## src/rtl/seq_mult_arbiter_pkg.sv

```systemverilog
// Shared types and widths for the seq_mult request arbiter.
// State encodings match the multiplier's defs header so traces line up.
package seq_mult_arbiter_pkg;

  typedef enum logic [1:0] {
    S_IDLE   = 2'd0,
    S_LAUNCH = 2'd1,
    S_BUSY   = 2'd2,
    S_RESP   = 2'd3
  } arb_state_t;

  localparam int OP_W   = 8;
  localparam int PROD_W = 16;

  // Busy counter must be able to hold TIMEOUT itself on the final BUSY edge.
  function automatic int cnt_width(input int timeout);
    return $clog2(timeout + 1);
  endfunction

endpackage

```

## src/rtl/seq_mult_arbiter_if.sv

```systemverilog
// Requester-side and multiplier-side signals of the seq_mult arbiter.
// slave = arbiter view, master = environment (requesters + multiplier) view.
interface seq_mult_arbiter_if #(
  parameter int N_REQ = 4
);
  import seq_mult_arbiter_pkg::*;

  logic [N_REQ-1:0]      req;
  logic [OP_W*N_REQ-1:0] req_dataa;
  logic [OP_W*N_REQ-1:0] req_datab;
  logic [N_REQ-1:0]      gnt;
  logic [N_REQ-1:0]      resp_valid;
  logic                  resp_err;
  logic [PROD_W-1:0]     resp_product;
  logic                  busy;
  logic [OP_W-1:0]       mul_dataa;
  logic [OP_W-1:0]       mul_datab;
  logic                  mul_start;
  logic                  mul_done;
  logic [PROD_W-1:0]     mul_product;

  modport slave (
    input  req, req_dataa, req_datab, mul_done, mul_product,
    output gnt, resp_valid, resp_err, resp_product, busy,
           mul_dataa, mul_datab, mul_start
  );

  modport master (
    output req, req_dataa, req_datab, mul_done, mul_product,
    input  gnt, resp_valid, resp_err, resp_product, busy,
           mul_dataa, mul_datab, mul_start
  );

endinterface

```

## src/rtl/seq_mult_arbiter_rr_pick.sv

```systemverilog
// Combinational round-robin picker: first set request after ptr, wrapping.
// ptr itself is scanned last, so the previous winner has lowest priority.
module seq_mult_arbiter_rr_pick #(
  parameter int N_REQ = 4
) (
  input  logic [N_REQ-1:0]         req,
  input  logic [$clog2(N_REQ)-1:0] ptr,
  output logic [N_REQ-1:0]         grant,
  output logic [$clog2(N_REQ)-1:0] idx,
  output logic                     any
);
  localparam int IDX_W = $clog2(N_REQ);

  logic [IDX_W-1:0] cand;

  always_comb begin
    grant = '0;
    idx   = '0;
    any   = 1'b0;
    cand  = '0;
    for (int k = 1; k <= N_REQ; k++) begin
      cand = IDX_W'((int'(ptr) + k) % N_REQ);
      if (!any && req[cand]) begin
        any         = 1'b1;
        grant[cand] = 1'b1;
        idx         = cand;
      end
    end
  end

endmodule

```

## src/rtl/seq_mult_arbiter.sv

```systemverilog
// Shares one sequential 8x8 multiplier between N_REQ requesters with
// round-robin arbitration, a stale-done guard window and a watchdog timeout.
module seq_mult_arbiter
  import seq_mult_arbiter_pkg::*;
#(
  parameter int N_REQ   = 4,
  parameter int GUARD   = 1,
  parameter int TIMEOUT = 15
) (
  input logic               clk,
  input logic               reset_a,
  seq_mult_arbiter_if.slave bus
);
  localparam int IDX_W = $clog2(N_REQ);
  localparam int CNT_W = cnt_width(TIMEOUT);

  arb_state_t        state, state_nxt;
  logic [IDX_W-1:0]  ptr;
  logic [N_REQ-1:0]  win_oh;
  logic [CNT_W-1:0]  cnt;

  logic [N_REQ-1:0]  pick_oh;
  logic [IDX_W-1:0]  pick_idx;
  logic              pick_any;
  logic              pick_en;
  logic              done_hit;
  logic              to_hit;
  logic [OP_W-1:0]   pick_a;
  logic [OP_W-1:0]   pick_b;

  logic [N_REQ-1:0]  gnt_r;
  logic [N_REQ-1:0]  resp_valid_r;
  logic              resp_err_r;
  logic [PROD_W-1:0] resp_product_r;
  logic              busy_r;
  logic [OP_W-1:0]   mul_a_r;
  logic [OP_W-1:0]   mul_b_r;
  logic              mul_start_r;

  seq_mult_arbiter_rr_pick #(.N_REQ(N_REQ)) u_pick (
    .req   (bus.req),
    .ptr   (ptr),
    .grant (pick_oh),
    .idx   (pick_idx),
    .any   (pick_any)
  );

  always_comb begin
    pick_a = '0;
    pick_b = '0;
    for (int i = 0; i < N_REQ; i++) begin
      if (pick_idx == IDX_W'(i)) begin
        pick_a = bus.req_dataa[i*OP_W +: OP_W];
        pick_b = bus.req_datab[i*OP_W +: OP_W];
      end
    end
  end

  always_ff @(posedge clk or posedge reset_a) begin
    if (reset_a) state <= S_IDLE;
    else         state <= state_nxt;
  end

  // RESP arbitrates like IDLE so a pending request launches back-to-back.
  always_comb begin
    state_nxt = state;
    pick_en   = 1'b0;
    done_hit  = 1'b0;
    to_hit    = 1'b0;
    case (state)
      S_IDLE: begin
        if (pick_any) begin
          pick_en   = 1'b1;
          state_nxt = S_LAUNCH;
        end
      end
      S_LAUNCH: state_nxt = S_BUSY;
      S_BUSY: begin
        if (bus.mul_done && (cnt >= CNT_W'(GUARD))) begin
          done_hit  = 1'b1;
          state_nxt = S_RESP;
        end else if (cnt == CNT_W'(TIMEOUT - 1)) begin
          to_hit    = 1'b1;
          state_nxt = S_RESP;
        end
      end
      S_RESP: begin
        if (pick_any) begin
          pick_en   = 1'b1;
          state_nxt = S_LAUNCH;
        end else begin
          state_nxt = S_IDLE;
        end
      end
      default: state_nxt = S_IDLE;
    endcase
  end

  always_ff @(posedge clk or posedge reset_a) begin
    if (reset_a) begin
      ptr            <= IDX_W'(N_REQ - 1);
      win_oh         <= '0;
      cnt            <= '0;
      gnt_r          <= '0;
      resp_valid_r   <= '0;
      resp_err_r     <= 1'b0;
      resp_product_r <= '0;
      busy_r         <= 1'b0;
      mul_a_r        <= '0;
      mul_b_r        <= '0;
      mul_start_r    <= 1'b0;
    end else begin
      gnt_r        <= '0;
      mul_start_r  <= 1'b0;
      resp_valid_r <= '0;
      busy_r       <= (state_nxt != S_IDLE);
      cnt          <= (state == S_BUSY) ? cnt + 1'b1 : '0;
      if (pick_en) begin
        ptr         <= pick_idx;
        win_oh      <= pick_oh;
        mul_a_r     <= pick_a;
        mul_b_r     <= pick_b;
        gnt_r       <= pick_oh;
        mul_start_r <= 1'b1;
      end
      if (done_hit) begin
        resp_valid_r   <= win_oh;
        resp_err_r     <= 1'b0;
        resp_product_r <= bus.mul_product;
      end else if (to_hit) begin
        resp_valid_r   <= win_oh;
        resp_err_r     <= 1'b1;
        resp_product_r <= '0;
      end
    end
  end

  assign bus.gnt          = gnt_r;
  assign bus.resp_valid   = resp_valid_r;
  assign bus.resp_err     = resp_err_r;
  assign bus.resp_product = resp_product_r;
  assign bus.busy         = busy_r;
  assign bus.mul_dataa    = mul_a_r;
  assign bus.mul_datab    = mul_b_r;
  assign bus.mul_start    = mul_start_r;

endmodule

```

## src/flat_wrapper.sv

```systemverilog
// flat-port wrapper written by rule: the top's interface ports become plain ports
module seq_mult_arbiter_flat import seq_mult_arbiter_pkg::*;
#(
  parameter int N_REQ   = 4,
  parameter int GUARD   = 1,
  parameter int TIMEOUT = 15
)
  (clk, reset_a, bus_req, bus_req_dataa, bus_req_datab, bus_mul_done, bus_mul_product, bus_gnt, bus_resp_valid, bus_resp_err, bus_resp_product, bus_busy, bus_mul_dataa, bus_mul_datab, bus_mul_start);
  seq_mult_arbiter_if #(.N_REQ(N_REQ)) bus_i ();
  input logic clk;
  input logic reset_a;
  input wire logic [$bits(bus_i.req)-1:0] bus_req;
  input wire logic [$bits(bus_i.req_dataa)-1:0] bus_req_dataa;
  input wire logic [$bits(bus_i.req_datab)-1:0] bus_req_datab;
  input wire logic [$bits(bus_i.mul_done)-1:0] bus_mul_done;
  input wire logic [$bits(bus_i.mul_product)-1:0] bus_mul_product;
  output wire logic [$bits(bus_i.gnt)-1:0] bus_gnt;
  output wire logic [$bits(bus_i.resp_valid)-1:0] bus_resp_valid;
  output wire logic [$bits(bus_i.resp_err)-1:0] bus_resp_err;
  output wire logic [$bits(bus_i.resp_product)-1:0] bus_resp_product;
  output wire logic [$bits(bus_i.busy)-1:0] bus_busy;
  output wire logic [$bits(bus_i.mul_dataa)-1:0] bus_mul_dataa;
  output wire logic [$bits(bus_i.mul_datab)-1:0] bus_mul_datab;
  output wire logic [$bits(bus_i.mul_start)-1:0] bus_mul_start;
  assign bus_i.req = bus_req;
  assign bus_i.req_dataa = bus_req_dataa;
  assign bus_i.req_datab = bus_req_datab;
  assign bus_i.mul_done = bus_mul_done;
  assign bus_i.mul_product = bus_mul_product;
  assign bus_gnt = bus_i.gnt;
  assign bus_resp_valid = bus_i.resp_valid;
  assign bus_resp_err = bus_i.resp_err;
  assign bus_resp_product = bus_i.resp_product;
  assign bus_busy = bus_i.busy;
  assign bus_mul_dataa = bus_i.mul_dataa;
  assign bus_mul_datab = bus_i.mul_datab;
  assign bus_mul_start = bus_i.mul_start;
  seq_mult_arbiter #(.N_REQ(N_REQ), .GUARD(GUARD), .TIMEOUT(TIMEOUT)) u_core (.clk(clk), .reset_a(reset_a), .bus(bus_i));
endmodule
```

## config.mk

```make
export PLATFORM = sky130hd
export DESIGN_NAME = seq_mult_arbiter_flat
export DESIGN_NICKNAME = d
export VERILOG_FILES = /design/src/rtl/seq_mult_arbiter_pkg.sv /design/src/rtl/seq_mult_arbiter_if.sv /design/src/rtl/seq_mult_arbiter_rr_pick.sv /design/src/rtl/seq_mult_arbiter.sv /design/src/flat_wrapper.sv
export SDC_FILE = /design/constraint.sdc
export NUM_CORES = 1
export LEC_CHECK = 0
export ABC_CLOCK_PERIOD_IN_PS = 3200
export CAP_MARGIN = 20
export CORE_MARGIN = 2
export CORE_UTILIZATION = 41
export CTS_BUF_LIST = sky130_fd_sc_hd__clkbuf_4 sky130_fd_sc_hd__clkbuf_8
export CTS_CLUSTER_DIAMETER = 60
export DETAILED_ROUTE_END_ITERATION = 7
export PLACE_DENSITY = 0.85
export SYNTH_ARGS = -nofsm -noshare
export SYNTH_HDL_FRONTEND = slang
export SYNTH_SLANG_ARGS = --single-unit
```

## constraint.sdc

```tcl
create_clock -name clk -period 3.2 [get_ports clk]
set_input_delay 0.64 -clock clk [delete_from_list [all_inputs] [get_ports clk]]
set_output_delay 0.64 -clock clk [all_outputs]
set_load 0.02 [all_outputs]
```

== After elaboration in Yosys (flattened, before gate mapping) ==
Cells that the tools add are included.

* Add/sub/neg operators: 5
* $mul: 0
* Div/mod/pow operators: 0
* $lt $le $gt $ge: 9
* Equal/unequal tests: 7
* Shifts and indexed selects: 0
* Mux-type cells: 57
* Bitwise logic cells: 3
* Reductions and logical operators: 16

{| class="wikitable"
|+ Operator list
! operator !! count
|-
| $mux 8 || 8
|-
| $mux 16 || 2
|-
| $mux 4 || 8
|-
| $mux 1 || 23
|-
| $mux 2 || 7
|-
| $lt 2x3->1 const B || 4
|-
| $or 4x4->4 || 3
|-
| $bmux 1 s2 || 4
|-
| $demux 1 s2 || 4
|-
| $eq 2x2->1 const B || 4
|-
| $ge 2x1->1 const B || 4
|-
| $logic_and 1x1->1 || 8
|-
| $pmux 2 s4 || 1
|-
| $add 2x1->2 const B || 2
|-
| $add 2x2->2 const B || 2
|-
| $add 4x1->4 const B || 1
|-
| $eq 2x1->1 const B || 2
|-
| $eq 4x4->1 const B || 1
|-
| $ge 4x1->1 const B || 1
|-
| $logic_not 2->1 || 2
|-
| $reduce_bool 2->1 || 2
|-
| $logic_not 1->1 || 3
|-
| $reduce_or 2->1 || 1
|}

* Register bits: 55
* Latch bits: 0
* RAM bits: 0
* Memory bits (read-only): 0
* Input port bits: 87
* Output and inout bits: 43
* Memories: 0

== Longest topological paths before layout ==
Gate-level depths: netlist of run 1.

* Depth after elaboration: 18
* Depth in mapped cells: 13
* Gate-level depth less buffers: 8

== Cells and area by module ==
A second synthesis of run 1 with hierarchy kept.

* Cells, all modules: 259
* Area, all modules: 3245.6 um2

{| class="wikitable"
|+ By module, submodules not included
! module !! times used !! cells an instance !! area each (um2) !! sequential area each (um2)
|-
| seq_mult_arbiter || 1 || 191 || 2720.1 || 1378.8
|-
| seq_mult_arbiter_rr_pick || 1 || 68 || 525.5 || 0.0
|}

== Worst setup path before layout of run 1 ==
Ideal clock, no wire load.

* Path type: register to register
* From: reg u_core.ptr[0]
* To: reg u_core.mul_a_r[6], in the netlist u_core.bus.mul_dataa[6]
* Library setup time: 125 ps
* Arrival: 3339 ps
* Required time: 3075 ps
* Slack: -264 ps
* Cell stages (with the launch flop): 12
* Path buffers: 3
* Period minus slack after synthesis: 3464 ps
* Path through: dfstp_2 -> clkbuf_8 -> inv_1 -> ha_1 -> buf_6 -> mux4_2 -> or2b_2 -> a21oi_1 -> o21bai_1 -> buf_6 -> mux4_2 -> mux2_2

* Word-level cells in the longest chain between the ends: 18

{| class="wikitable"
|+ RTL lines
! item !! RTL line !! source
|-
| start: declaration || seq_mult_arbiter.sv:18 || <nowiki>logic [IDX_W-1:0] ptr;</nowiki>
|-
| start signal: assignment || seq_mult_arbiter.sv:101 || <nowiki>ptr <= IDX_W'(N_REQ - 1);</nowiki>
|-
| start signal: assignment || seq_mult_arbiter.sv:119 || <nowiki>ptr <= pick_idx;</nowiki>
|-
| $add 2x1->2 || seq_mult_arbiter_rr_pick.sv:22 || <nowiki>cand = IDX_W'((int'(ptr) + k) % N_REQ);</nowiki>
|-
| $bmux 1 s2 || seq_mult_arbiter_rr_pick.sv:23 || <nowiki>if (!any && req[cand]) begin</nowiki>
|-
| $mux 1 (not written as such) || seq_mult_arbiter_rr_pick.sv:23 ||
|-
| $mux 1 || seq_mult_arbiter_rr_pick.sv:23 ||
|-
| $logic_not 1->1 || seq_mult_arbiter_rr_pick.sv:23 ||
|-
| $logic_and 1x1->1 || seq_mult_arbiter_rr_pick.sv:23 ||
|-
| $mux 1 || seq_mult_arbiter_rr_pick.sv:23 ||
|-
| $logic_not 1->1 || seq_mult_arbiter_rr_pick.sv:23 ||
|-
| $logic_and 1x1->1 || seq_mult_arbiter_rr_pick.sv:23 ||
|-
| $mux 1 || seq_mult_arbiter_rr_pick.sv:23 ||
|-
| $logic_not 1->1 || seq_mult_arbiter_rr_pick.sv:23 ||
|-
| $logic_and 1x1->1 || seq_mult_arbiter_rr_pick.sv:23 ||
|-
| $mux 2 || seq_mult_arbiter_rr_pick.sv:23 ||
|-
| $logic_not 2->1 || seq_mult_arbiter.sv:52 || <nowiki>if (pick_idx == IDX_W'(i)) begin</nowiki>
|-
| $mux 8 (4 in a row) || seq_mult_arbiter.sv:52 ||
|-
| end signal: assignment || seq_mult_arbiter.sv:121 || <nowiki>mul_a_r <= pick_a;</nowiki>
|-
| end: declaration || seq_mult_arbiter.sv:36 || <nowiki>logic [OP_W-1:0] mul_a_r;</nowiki>
|}

Parallel ways exist; a longest one is shown, timed or not. The select of a mux whose other input is x is not followed.
A chain may end at the register's enable or synchronous reset.

== Final worst setup path of run 1 ==
* From: reg u_core.ptr[0]
* To: reg u_core.mul_a_r[4], in the netlist u_core.bus.mul_dataa[4]

The elaborated chain is that of the path after synthesis.

==> flow_summary.ini, run 1 <==
[timing]
fin_worst_skew_ns = 0.0123
setup_viol = 0
min_period_ns = 3.05
relSlewSlack_pct = 54.2
setup_tns_ns = 0
whs_ns = 0.479
min_period_over_period_pct = 95.4
max_freq_mhz = 328
hold_viol_final = 0
rsz0062_at_grt = no
finalWorstSetupSlack_ns = 0.148
maxSlewViolCount = 0
tightest_slew_ns = 0.678

[worst_hold_path]
hp-class = reg2reg

[synth]
synthFlopType = dfrtp_1
syn_area_per_cell_um2 = 11.2
synth_fa_ha_area_share_pct = 5.54
ys_ff_latch = 55
synth-simple-area-share_pct = 14.7
synth_area_um2 = 3390
syn_nets = 404
post_synth_num_cell_types = 50
muxShareOfSynthArea_pct = 13.4
async_flop_share_pct = 100
synth_compound_area_share_pct = 18.6
synth_top_family_by_area = compound AO/OA/AOI/OAI gates
synth_seq_area_share_pct = 40.7
synth_xor_area_share_pct = 0.517
synth_edf_count = 0
synth_warnings = 0
synthesis.instances = 302

[route]
vias = 2990
viasPerCell = 5.44
ant_nets = 0
wirelength_um = 9200
drt_iter0_drc = 124
firstDrtPassIters = 4
drc_errors = 0
wl_per_cell_um = 16.7

[cells_and_area]
final_nets = 546
insertedDiodeCount = 0
syn2layout_area_growth_pct = 47.1
drive_above_1_share_pct = 18.7
final_common_cell = clkdlybuf4s50_1
design_area_um2 = 4990
final_cells = 550
utilization_pct = 61.3
mostFrequentLayoutCells = clkdlybuf4s50_1, dfrtp_1, buf_4

[grt]
antenna_found_initial = 0
gr-total-overflow = 0
grt_pass1_vias = 2977
grt_max_degree = 36
grt.total_usage_pct = 20.6
grt_pass1_wl_um = 14500

[clock_tree]
cts_tree = yes
cts.sinks = 55
clock_latency_ns = 0.31
cts_buffer_depth = 2
cts_max_level = 2
cts_buffers = 5
cts.clk_slew.worst_paths_ns = 0.10
postCtsHoldBufs = 0
root_buffer = clkbuf_8

[setup_path]
regToRegSetupSlack_ns = 0.15
worstPathArrival_ns = 3.23
criticalPathCategory = reg2reg
cp.required_ns = 3.38
endpoint_kind = flip-flop
worst-path-max-fanout = 11
startpoint_type = flip-flop

[placement]
gp_congestion = 0.837
portBuffers = 129
pre_cts_ws_ns = -0.0852
placed_area_um2 = 4870
dpl.hpwl_um = 7300
placed_cells = 541

[pwr]
peakVddDrop_v = 0.000604
total_power_mw = 5.41
p_leak_nw = 2.06
power_per_cell_area_nw_per_um2 = 1080

[die]
ios = 130
initial_core_util_pct = 41.7
dieArea_um2 = 9010
num_rows = 33
die_h_um = 94.9
core_area_um2 = 8130
die_w_um = 94.9

[flow_run]
maxCapViolCount = 0

[run_status]
status = finished clean
## what timing repair did
action,in CTS,in global routing
resized for setup,0,3
endpoints found under the hold margin,0,0
setup buffers,0,1
endpoints found under the setup margin,0,15
## critical path, stage by stage, from the launching register on
cell	delay, ns
dfstp_4	0.72
inv_2	0.11
ha_4	0.33
mux4_2	0.35
buf_4	0.17
nor2b_1	0.17
nor2_4	0.13
buf_4	0.22
mux2_2	0.35
o2111ai_1	0.25
o211ai_1	0.13
## area by class of cell
type                       count  area [µm²]
fill                         668        3150
multi-input combinational    217        1830
timing repair buffer         155        1510
sequential                    55        1380
tap                          105         131
clock buffer                   5        68.8
inverter                      10        37.5
clock inverter                 3        23.8
## kinds of logic after synthesis
| logic type | after synthesis |
|---|---|
| AOI/OAI and AO/OA | 77 |
| xor gates and xnor gates | 2 |
| adders and majority gates | 15 |
| buffers and inverters | 30 |
| DFF | 55 |
| muxes | 37 |
| and+or+nand+nor | 86 |
## worst paths after layout
| check | start | endpoint | depth (start not counted) |
|---|---|---|---|
| max in group asynchronous | reset_a | u_core.bus.resp_product[10] | 3 |
| min in group asynchronous | reset_a | u_core.bus.mul_datab[6] | 2 |
| min reg2reg | u_core.win_oh[3] | u_core.win_oh[3] | 2 |
| min | u_core.win_oh[3] | u_core.win_oh[3] | 2 |
| max reg2reg | u_core.ptr[0] | u_core.bus.mul_dataa[4] | 10 |
| max | u_core.ptr[0] | u_core.bus.mul_dataa[4] | 10 |
## flip-flops by register name, indices dropped and copies added, names as in the netlist
register / cells
u_core.win_oh: 4
u_core.bus.mul_start: 1
u_core.bus.gnt: 4
u_core.cnt: 4
u_core.bus.resp_err: 1
u_core.bus.mul_datab: 8
u_core.ptr: 2
u_core.state: 2
u_core.bus.busy: 1
u_core.bus.resp_valid: 4
u_core.bus.resp_product: 16
u_core.bus.mul_dataa: 8
## synth_stat cells (all sizes together) (2+ instances only)
| cell | n | area [µm²] |
|---|---|---|
| a31oi | 2 | 27.5 |
| a32oi | 3 | 26.3 |
| o221a | 3 | 33.8 |
| nor2 | 14 | 60.1 |
| mux2i | 15 | 150 |
| a21o | 4 | 30.0 |
| ha | 15 | 188 |
| or2 | 3 | 18.8 |
| and2 | 3 | 18.8 |
| a22o | 16 | 140 |
| a22oi | 4 | 30.0 |
| a41oi | 2 | 17.5 |
| a221oi | 7 | 61.3 |
| inv | 10 | 37.5 |
| nand3 | 9 | 45.0 |
| nand2 | 21 | 78.8 |
| clkbuf | 8 | 70.1 |
| o21ai | 8 | 40.0 |
| dfrtp | 53 | 1330 |
| o2111ai | 11 | 96.3 |
| nand3b | 11 | 82.6 |
| o211ai | 11 | 82.6 |
| dfstp | 2 | 52.6 |
| mux4 | 5 | 113 |
| or2b | 13 | 110 |
| mux2 | 17 | 191 |
| buf | 11 | 106 |
| nor2b | 7 | 43.8 |
## routing by layer
layer  part of all wire (%)  vias to the layer above  track usage [%]
met3                    6.2                       15             3.43
met2                     51                      119             36.8
li1                       -                     1415                -
met5                      0                        -                0
met4                    1.9                        0             6.04
met1                     41                     1441             25.6
## power breakdown
group / total [mW] / internal [mW] / switching (mW)
clock: 0.385 / 0.157 / 0.228
sequential: 1.20 / 1.02 / 0.184
combinational: 3.82 / 1.88 / 1.94
Power figures use the tool's default switching activity.
==> run 2, diff against run 1 <==
Settings changed: SKIP_CTS_REPAIR_TIMING set to 1.
==> results of run 2 <==
No change in the layout: final DEF, timing and power equal those of run 1.
==> run 3, diff against run 2 <==
Settings changed: ABC_CLOCK_PERIOD_IN_PS 3200 to 2700, SETUP_SLACK_MARGIN set to 0.02.
Clock period 3.2 ns to 2.7 ns, I/O delays scaled along.
==> flow_summary.ini, run 3 (same netlist as run 1, synthesis figures left out) <==
[cells_and_area]
multiInputGateArea_um2 = 2010
syn2layout_area_growth_pct = 58.9
utilization_pct = 66.2
final_nets = 565
final_common_cell = clkdlybuf4s50_1
drive_above_1_share_pct = 27.2
mostFrequentLayoutCells = clkdlybuf4s50_1, dfrtp_1, buf_4
nFillCells = 591
seq_area_um2 = 1380
insertedDiodeCount = 0
largest_reg_flops = 16

[setup_path]
critPathSlowestCell = dfstp_2
worstPathArrival_ns = 3.14
regToRegSetupSlack_ns = -0.24
endpoint_kind = flip-flop
criticalPathCategory = reg2reg
worstRegToRegCells = 8
worst-path-max-fanout = 8
crit_path_cell_trace = inv_6, ha_4, mux4_2, or2_1, or4_4, nand3_2, mux4_2, mux2_4
cp.required_ns = 2.90
r2r_end = u_core.bus.mul_dataa[6]
slowest_delay_ns = 0.70
worst_path_most_repeated_cell = mux4_2
startpoint_type = flip-flop
r2r_start = u_core.ptr[0]

[route]
vias = 3179
firstDrtPassIters = 4
viasPerCell = 5.60
drt_iter0_drc = 165
wl_per_cell_um = 17.6
drc_errors = 0
ant_nets = 0
wirelength_um = 9980

[placement]
portBuffers = 129
gp_congestion = 0.800
dpl.hpwl_um = 7480

[grt]
grt_max_degree = 40
grt_pass1_vias = 2988
grt.total_usage_pct = 20.9
antenna_found_initial = 0
gr-total-overflow = 0
grt_pass1_wl_um = 14700

[clock_tree]
root_buffer = clkbuf_8
cts_tree = yes
cts_max_level = 2
clock_latency_ns = 0.31
cts_buffer_depth = 2
cts.clk_slew.worst_paths_ns = 0.10
cts.sinks = 55
cts_buffers = 5

[timing]
tightest_slew_ns = 0.504
maxSlewViolCount = 0
finalWorstSetupSlack_ns = -0.238
min_period_over_period_pct = 109
relSlewSlack_pct = 65.9
hold_viol_final = 0
fin_worst_skew_ns = 0.0107
whs_ns = 0.488
min_period_ns = 2.94
setup_viol = 17
max_freq_mhz = 340
rsz0062_at_grt = yes
setup_tns_ns = -2.84

[run_status]
violations = setup timing
status = finished, violations left

[die]
ios = 130
num_rows = 33
die_w_um = 94.9
die_h_um = 94.9
initial_core_util_pct = 41.7
dieArea_um2 = 9010
core_area_um2 = 8130

[pwr]
power_per_cell_area_nw_per_um2 = 1400
total_power_mw = 7.53
p_leak_nw = 2.23
peakVddDrop_v = 0.000782

[worst_hold_path]
hp-class = reg2reg
hp-start = u_core.win_oh[2]
min_to = u_core.win_oh[2]
holdPathStages = 2

[flow_run]
maxCapViolCount = 0
==> run 3: layer usage <==
layer  share of wire (%)  vias up  track usage (%)
met2                  50      157             35.8
met1                  40     1539             26.9
met3                 7.6       19             3.67
met5                   0        -                0
li1                    -     1464                -
met4                 2.1        0             6.40
==> run 3: worst max path at each step <==
stage / from / end / slack [ns] / cells after the start
2_1_floorplan: u_core.ptr[0] / u_core.bus.mul_dataa[6] / -0.45 / 11
3_3_place_gp: bus_req[0] / u_core.bus.busy / -0.39 / 9
3_5_place_dp: bus_req[0] / u_core.bus.busy / -0.50 / 9
4_1_cts: u_core.ptr[0] / u_core.bus.busy / -0.22 / 9
5_1_grt: u_core.ptr[0] / u_core.bus.mul_dataa[6] / -0.30 / 8
6_report: u_core.ptr[0] / u_core.bus.mul_dataa[6] / -0.24 / 8
==> run 3: report_power, final <==
| group | total [mW] | internal [mW] | switching [mW] |
|---|---|---|---|
| Sequential | 1.41 | 1.20 | 0.206 |
| Clock | 0.541 | 0.282 | 0.259 |
| Combinational | 5.58 | 2.87 | 2.71 |
==> run 3: area by class of cell <==
cell class / count / share of cell area, %
Sequential cell: 55 / 25.6
Clock buffer: 6 / 1.42
Multi-Input combinational cell: 217 / 37.3
Clock inverter: 1 / 0.558
Inverter: 10 / 0.790
Tap cell: 105 / 2.44
Timing Repair Buffer: 174 / 31.9
==> run 3: critical path: cells and delay by family (launching register included) <==
family        cells  cell delay (ns)
fa+ha+maj         1             0.27
buf+inv           1             0.05
flops             1             0.70
mux               3             0.87
simple gates      3             0.92
==> run 3: through the flow <==
| step | area (µm²) | instances | setup slack, ns |
|---|---|---|---|
| after CTS | 5160 | 561 | -0.219 |
| after global placement | 5050 | 554 | -0.394 |
| after floorplan | 3490 | 302 | -0.454 |
| after detailed placement | 5050 | 554 | -0.497 |
| final | 5390 | 568 | -0.238 |
| after global routing | 5390 | 568 | -0.299 |
==> RTL change (settings of run 1) <==
Encoding of `arb_state_t`: now one-hot (4 bits for 4 states).
--- a/src/rtl/seq_mult_arbiter_pkg.sv
+++ b/src/rtl/seq_mult_arbiter_pkg.sv
@@ -3,9 +3,9 @@
 package seq_mult_arbiter_pkg;
 
-  typedef enum logic [1:0] {
-    S_IDLE   = 2'd0,
-    S_LAUNCH = 2'd1,
-    S_BUSY   = 2'd2,
-    S_RESP   = 2'd3
+  typedef enum logic [3:0] {
+    S_IDLE   = 4'b0001,
+    S_LAUNCH = 4'b0010,
+    S_BUSY   = 4'b0100,
+    S_RESP   = 4'b1000
   } arb_state_t;
 
Behaviour: same outputs for any inputs over 4 cycles, from zero or initial values and one cycle with reset_a high; so few cycles prove little.
==> RTL change against run 1 <==
  * Power down 5.1%
  * Synthesized area down 6.3%
  * Routed wire length shrank 12%
  * Setup slack improved by 160 ps
  * Sequential cell count up 2
  * First-iteration DRC count decreased by 60%
  * Die area is 6.0% lower
  * Design area shrank 1.7%
  * Non-clock buffer count decreased by 8
  * Critical endpoint is now u_core.bus.mul_datab[5]$_DFFE_PP0P_
==> RTL change: results (changes against run 1) <==
outcome:
  status: "completed"  # unchanged
clock_tree:
  clk_latency_ps: 330  # was 310 ps
  path_clk_slew_ps: 70  # was 100 ps
  numCtsBuffers: 9  # was 5
  ctsHtreeMaxLevel: 3  # was 2
  cts_post_setup_buffers_inserted: 0  # unchanged
  ctsResizeCount: 0  # unchanged
worst_setup_path:
  cp_max_fo: 15  # was 11
  arrival_ps: 3100  # was 3230 ps
  slowest_delay_ps: 630  # was 720 ps
  slowest_stage: "dfstp_2"  # was dfstp_4
  cp_top_family: "compound AO/OA/AOI/OAI gates"  # was flip-flops
power:
  ir_worst_vdd_mv: 0.651  # was 0.604 mV
  switchingPower_uw: 1990  # was 2350 uW
  leakage_uw: 0.00221  # was 0.00206 uW
final_layout:
  largest_register_ffs: 16  # unchanged
  drive_gt1_share_pct: 16.0  # was 18.7%
  fill_cells: 622  # was 668
  nNetsFinal: 512  # was 546
routing:
  routedWlPerCell_microns: 15.6  # was 16.7 microns
  drtIter0Drc: 50  # was 124
  drt_wl_total_mm: 8.14  # was 9.20 mm
  viasPerCell: 5.21  # was 5.44
timing:
  fin_skew_ps: 13.2  # was 12.3 ps
  slew_headroom_pct: 51.5  # was 54.2%
global_routing:
  grt_max_degree: 25  # was 36
  track_usage_pct: 19.4  # was 20.6%
  grt_pass1_wl_mm: 12.9  # was 14.5 mm
  antenna_found_initial: 0  # unchanged
  grt_pass1_vias: 2708  # was 2,977
synth:
  synth_fa_ha_area_share_pct: 4.73  # was 5.54%
  async_flop_share_pct: 100  # unchanged
  synth_fp_nets: 371  # was 404
  synthTopCellsByArea: "dfrtp_1, mux2i_1, ha_1"  # was dfrtp_1, mux2_2, ha_1
  synth_seq_area_share_pct: 45.0  # was 40.7%
  syn_avg_cell_area_sq_um: 11.7  # was 11.2 sq um
  yosys-mux-area-fraction_pct: 13.8  # was 13.4%
  synth-compound-area-share_pct: 19.7  # was 18.6%
  synth_xor_area_share_pct: 1.10  # was 0.517%
  synth_common_cells: "dfrtp_1, mux2i_1, nand2_1, a22o_1"  # was dfrtp_1, nand2_1, mux2_2, a22o_1
  synth.distinct_cells: 54  # was 50
placement:
  dpl.hpwl_mm: 6.11  # was 7.30 mm
  dpl.cell_count: 504  # was 541
  gp_congestion: 0.746  # was 0.837
  port_buffers: 129  # unchanged
hold_path:
  hold_class: "register to register"  # unchanged
[RTL change: changes by cell type after synthesis, sizes merged, moves of 5 or more]
cell / delta
and3: +5
nand2b: +8
nand3: -7
o211ai: -10
o2111ai: -11
nand3b: -10
or2b: -13
mux2i: +12
mux2: -10
o221ai: +11
a221oi: -7
[RTL change: routing by layer]
layer	GRT usage (%)	routed length, microns	vias up
met4	5.60	89	0
met3	4.85	498	10
met2	33.3	4210	108
met1	24.4	3340	1301
li1	-	-	1289
met5	0	0	-
[RTL change: stage by stage]
| stage | worst slack [ps] | power (uW) | area, sq um |
|---|---|---|---|
| after floorplan | 227 | 3300 | 3180 |
| after global routing | 118 | 5450 | 4900 |
| after global placement | 127 | 4220 | 4650 |
| after detailed placement | 63.6 | 4310 | 4650 |
| final | 313 | 5130 | 4900 |
| after CTS | 293 | 5170 | 4900 |
[RTL change: kinds of logic (layout without fill, tap and decap cells)]
group	after synthesis	count (layout)
flip-flops	57	57
multiplexers	38	38
AND/OR/NAND/NOR	64	64
adder cells (fa/ha/maj)	12	12
AO/OA/AOI/OAI	67	67
XOR/XNOR	4	4
buffers and inverters	30	176
[RTL change: final timing paths]
path / startpoint / end / slack, ps / cells past startpoint
worst min register to register: u_core.win_oh[1]$_DFFE_PP0P_ / u_core.win_oh[1]$_DFFE_PP0P_ / 470 / 1
max in group asynchronous: reset_a / u_core.ptr[1]$_DFFE_PP1P_ / 1910 / 3
worst min-delay path: u_core.win_oh[1]$_DFFE_PP0P_ / u_core.win_oh[1]$_DFFE_PP0P_ / 470 / 1
worst max register to register: u_core.ptr[0]$_DFFE_PP1P_ / u_core.bus.mul_datab[5]$_DFFE_PP0P_ / 310 / 9
min in group asynchronous: reset_a / u_core.bus.resp_product[7]$_DFFE_PP0P_ / 590 / 2
worst max-delay path: u_core.ptr[0]$_DFFE_PP1P_ / u_core.bus.mul_datab[5]$_DFFE_PP0P_ / 310 / 9
[RTL change: power by group through the flow]
stage	clock (uW)	sequential [uW]	combinational (uW)
3_3_place_gp	0	1200	3020
5_1_grt	876	1240	3330
3_5_place_dp	0	1210	3100
2_1_floorplan	0	1450	1850
6_report	834	1210	3090
4_1_cts	846	1210	3110
[RTL change: final cells by class]
| type | count | area [sq um] | share of cell area, % |
|---|---|---|---|
| Clock buffer | 11 | 145 | 2.96 |
| Clock inverter | 5 | 103 | 2.09 |
| Inverter | 13 | 48.8 | 0.996 |
| Multi-Input combinational cell | 185 | 1580 | 32.3 |
| Sequential cell | 57 | 1430 | 29.2 |
| Tap cell | 102 | 128 | 2.60 |
| Timing Repair Buffer | 147 | 1460 | 29.9 |
